**src/rtl/fir_serial_mac_param.sv**
```systemverilog
// Serial FIR filter: one signed MAC unit steps through all taps for each accepted sample.
// The coefficient bank is runtime-loadable and the result is held under AXI-Stream backpressure.
module fir_serial_mac_param #(
    parameter int DATA_W = 16,
    parameter int COEF_W = 16,
    parameter int NTAPS  = 19,
    parameter int ACC_W  = 34,
    parameter int AW     = 5
) (
    input  logic                     aclk,
    input  logic                     aresetn,
    input  logic                     s_axis_data_tvalid,
    output logic                     s_axis_data_tready,
    input  logic signed [DATA_W-1:0] s_axis_data_tdata,
    output logic                     m_axis_data_tvalid,
    input  logic                     m_axis_data_tready,
    output logic signed [ACC_W-1:0]  m_axis_data_tdata,
    input  logic                     coef_we,
    input  logic [AW-1:0]            coef_addr,
    input  logic signed [COEF_W-1:0] coef_wdata,
    output logic                     busy
);

    localparam int              PROD_W   = DATA_W + COEF_W;
    localparam logic [AW-1:0]   LAST_IDX = AW'(NTAPS - 1);

    typedef enum logic [1:0] {
        S_IDLE,
        S_MAC,
        S_OUT
    } state_t;

    state_t                     r_state;
    logic [AW-1:0]              r_idx;
    logic signed [ACC_W-1:0]    r_acc;
    logic signed [ACC_W-1:0]    r_m_tdata;
    logic                       r_m_tvalid;
    logic                       r_s_tready;
    logic signed [DATA_W-1:0]   r_delay [NTAPS];
    logic signed [COEF_W-1:0]   r_coef  [NTAPS];

    logic signed [DATA_W-1:0]   w_delay_next [NTAPS];
    logic signed [DATA_W-1:0]   w_tap_d;
    logic signed [COEF_W-1:0]   w_tap_c;
    logic signed [PROD_W-1:0]   w_prod;
    logic signed [ACC_W-1:0]    w_prod_ext;
    logic                       w_in_hs;
    logic                       w_out_hs;
    logic                       w_coef_wr;

    // r_s_tready is only ever high in IDLE, so it alone qualifies the input handshake
    assign w_in_hs   = s_axis_data_tvalid & r_s_tready;
    assign w_out_hs  = r_m_tvalid & m_axis_data_tready;
    assign w_coef_wr = coef_we & (r_state == S_IDLE) & ~w_in_hs
                     & ({1'b0, coef_addr} < (AW + 1)'(NTAPS));

    assign w_tap_d    = r_delay[r_idx];
    assign w_tap_c    = r_coef[r_idx];
    assign w_prod     = w_tap_d * w_tap_c;
    assign w_prod_ext = ACC_W'(w_prod);

    genvar gi;
    generate
        for (gi = 0; gi < NTAPS; gi++) begin : g_tap
            if (gi == 0) begin : g_head
                assign w_delay_next[gi] = s_axis_data_tdata;
            end else begin : g_shift
                assign w_delay_next[gi] = r_delay[gi-1];
            end
        end
    endgenerate

    always_ff @(posedge aclk) begin
        if (!aresetn) begin
            for (int i = 0; i < NTAPS; i++) begin
                r_delay[i] <= '0;
            end
        end else if (w_in_hs) begin
            r_delay <= w_delay_next;
        end
    end

    // Coefficient bank deliberately survives reset
    always_ff @(posedge aclk) begin
        if (w_coef_wr) begin
            r_coef[coef_addr] <= coef_wdata;
        end
    end

    always_ff @(posedge aclk) begin
        if (!aresetn) begin
            r_state    <= S_IDLE;
            r_idx      <= '0;
            r_acc      <= '0;
            r_s_tready <= 1'b0;
            r_m_tvalid <= 1'b0;
            r_m_tdata  <= '0;
        end else begin
            case (r_state)
                S_IDLE: begin
                    if (w_in_hs) begin
                        r_state    <= S_MAC;
                        r_acc      <= '0;
                        r_idx      <= '0;
                        r_s_tready <= 1'b0;
                    end else begin
                        r_s_tready <= 1'b1;
                    end
                end
                S_MAC: begin
                    r_acc <= r_acc + w_prod_ext;
                    if (r_idx == LAST_IDX) begin
                        r_state <= S_OUT;
                    end else begin
                        r_idx <= r_idx + 1'b1;
                    end
                end
                S_OUT: begin
                    // First OUT cycle publishes the sum; afterwards wait for the consumer
                    if (!r_m_tvalid) begin
                        r_m_tvalid <= 1'b1;
                        r_m_tdata  <= r_acc;
                    end else if (w_out_hs) begin
                        r_m_tvalid <= 1'b0;
                        r_s_tready <= 1'b1;
                        r_state    <= S_IDLE;
                    end
                end
                default: begin
                    r_state <= S_IDLE;
                end
            endcase
        end
    end

    assign s_axis_data_tready = r_s_tready;
    assign m_axis_data_tvalid = r_m_tvalid;
    assign m_axis_data_tdata  = r_m_tdata;
    assign busy               = (r_state != S_IDLE);

endmodule
```
**config.mk**
```make
export PLATFORM = sky130hd
export DESIGN_NAME = fir_serial_mac_param
export DESIGN_NICKNAME = d
export VERILOG_FILES = /design/src/rtl/fir_serial_mac_param.sv
export SDC_FILE = /design/constraint.sdc
export NUM_CORES = 2
export LEC_CHECK = 0
export CAP_MARGIN = 20
export CORE_MARGIN = 5
export CORE_UTILIZATION = 68
export CTS_CLUSTER_DIAMETER = 50
export CTS_CLUSTER_SIZE = 12
export DETAILED_ROUTE_END_ITERATION = 7
export GPL_ROUTABILITY_DRIVEN = 0
export HOLD_SLACK_MARGIN = 0.06
export PLACE_DENSITY = 0.9
export SYNTH_ARGS = -nofsm -noshare
export SYNTH_HDL_FRONTEND = slang
export SYNTH_SLANG_ARGS = --single-unit
```
**constraint.sdc**
```tcl
create_clock -name aclk -period 22.6 [get_ports aclk]
set_input_delay 3.39 -clock aclk [delete_from_list [all_inputs] [get_ports aclk]]
set_output_delay 3.39 -clock aclk [all_outputs]
set_load 0.02 [all_outputs]
```
==> run metrics <==
status=finished with violations; violated checks=DRC; Peak VDD IR=0.0714 mV; Filler Cell Count=3235; maxcap violations=0; fin. max-slew vios=0; Die Span Y=248 µm; Resized Gates After CTS=0; Worst path max stage delay=830 ps; worst slew pin tran=1220 ps; Final Hold Vio Count=0; HPWL after DPL=61300 µm; CP Launch Type=register; Core ar.=56300 µm²; vias per inst=6.34; H-tree Lvls=3; synthesized area=38600 µm²; DR vias=27700; CP Capture Type=register; Initial Util=0.685; first-pass GRT wire length=153000 µm; largest net degree at the start of global routing=241; Fin Setup TNS=0 ps; initial antenna violation count=1; skew final=32.0 ps; gr usage total=0.318; data required time of the worst path=23120 ps; endpoints failing setup=0; most frequent cells in the layout=nand2_1, dfxtp_1, a21oi_1; pre-CTS setup slack=13340 ps; Syn Inst Count=3596; Clock transition at path regs=60 ps; Final WS setup=13160 ps; CP dominant cell by count=fa_1; ys async rst share=0; crit path DAT=9970 ps; Avg Cell Area, Syn=10.7 µm²; Routed Wire Length=97600 µm; DRC=11; row count=87; Hold Crit Class=register to register; # Post-CTS Setup Buffers=0; Max Root-Sink Buffers=3; CTS Buf Count=71; vias in the first global route=28400; port bufs=78; Die Wd=248 µm; critical path type=register to register; power density cells=85.3 nW/µm²; net count after synthesis=4047; Pleak=15.7 nW; layout cells sized above 1=0.0942; post-layout min period=9440 ps; Slew headroom=0.178; most common cell after layout, fill and taps aside=nand2_1; later-pin clock latency in the skew report=630 ps; Yosys warnings=0; Root Buffer=clkbuf_16; hold-fix buffers at CTS=0; EDFF count, synth=304; fin nets=4034; crit-path max FO=33; Max Fclk=0.106 GHz; fin crit share=0.418; CTS sink cnt=690; die area=61600 µm²; area grow syn2layout=8.76%; number of distinct library cells after synthesis=68; grt total ovfl=0; routed len/inst=22.3 µm; First-pass DRT Iterations=8; CTS tree=done; I/O pin count=79; slowest cell on the critical path=a22oi_2; dominant synthesized flop cell=dfxtp_1; synthesized flop and latch total=690; Initial DRC Count=3746; RSZ-0062 raised after global routing=false; register area share after synthesis=0.437; remaining antenna violation count=0
==> Yosys cell counts, drive strengths merged, types with 8 or more instances <==
cell type    n  share of area
xnor2       30         0.0068
nor2b        9         0.0015
xor2         8         0.0018
dfxtp      386           0.20
nand2b      16         0.0026
buf         72          0.013
edfxtp     304           0.24
fa         305           0.16
mux2        15         0.0044
a211oi      10         0.0019
mux4       151          0.089
clkbuf     139          0.014
nand3       11         0.0014
ha         104          0.034
a21oi      381          0.050
nand2      822          0.080
o21ai       57         0.0074
inv        351          0.034
nor2       244          0.024
a22oi       24         0.0055
mux2i       49          0.015
or2          9         0.0015
nor3        17         0.0023
==> critical path: cells and delay by family, from the launching register on <==
| kind | cells | cell delay [ps] |
|---|---|---|
| buffers and inverters | 6 | 1470 |
| AOI/OAI and AO/OA | 6 | 1960 |
| muxes | 2 | 1120 |
| adders and majority gates | 7 | 3380 |
| and+or+nand+nor | 3 | 580 |
| DFF | 1 | 630 |
| xor gates and xnor gates | 1 | 110 |
==> sequential cells by signal, indices dropped and copies added (netlist names), named ones only <==
name / count
m_axis_data_tdata: 34
m_axis_data_tvalid: 1
r_acc: 34
r_coef: 304
r_delay: 304
r_idx: 5
r_state: 2
s_axis_data_tready: 1
==> metrics by stage <==
step	area [µm²]	cells	total power, mW	hold WS [ps]	utilization
floorplan	38600	3596	2.17	432	-
global placement	39600	4258	2.39	440	0.704
detailed placement	39600	4258	2.45	446	0.704
CTS	41800	4358	3.55	453	0.742
global route	41900	4367	3.76	465	0.745
finish	41900	4368	3.58	452	0.745
==> path summary, 6_finish.rpt <==
path | startpoint | endpoint | slack, ps | depth (start not counted)
setup reg to reg | r_idx[0] | r_acc[32] | 13160 | 25
setup / recovery | r_idx[0] | r_acc[32] | 13160 | 25
hold reg to reg | m_axis_data_tdata[33] | m_axis_data_tdata[33] | 450 | 2
hold / removal | m_axis_data_tdata[33] | m_axis_data_tdata[33] | 450 | 2
==> logic make-up after synthesis <==
group,after synthesis,share of synthesized area
muxes,215,0.108
buffers and inverters,562,0.0604
and+or+nand+nor,1155,0.118
AOI/OAI and AO/OA,527,0.0756
xor gates and xnor gates,38,0.00863
adders and majority gates,409,0.192
DFF,690,0.437
==> layer usage <==
layer / wire (µm) / track usage / vias to the layer above
met5: 0 / 0 / -
met4: 4940 / 0.145 / 0
met3: 10300 / 0.0768 / 407
met2: 47000 / 0.517 / 1862
met1: 35300 / 0.410 / 13500
li1: - / - / 11900
==> where the power goes <==
group          total, mW  internal [mW]  switching [mW]
combinational       1.12          0.442           0.678
clock               1.11          0.634           0.475
sequential          1.35           1.32          0.0273
total               3.58           2.40            1.18
==> layout make-up <==
| cell class | count | area [µm²] | area share |
|---|---|---|---|
| Multi-Input combinational cell | 2344 | 19400 | 0.463 |
| Tap cell | 756 | 946 | 0.0226 |
| Antenna cell | 2 | 5.00 | 0.000119 |
| Timing Repair Buffer | 125 | 1250 | 0.0299 |
| Clock buffer | 85 | 1910 | 0.0456 |
| Sequential cell | 690 | 16900 | 0.402 |
| Clock inverter | 15 | 226 | 0.00540 |
| Inverter | 351 | 1330 | 0.0316 |
No activity file was read; power rests on OpenSTA's default activity.
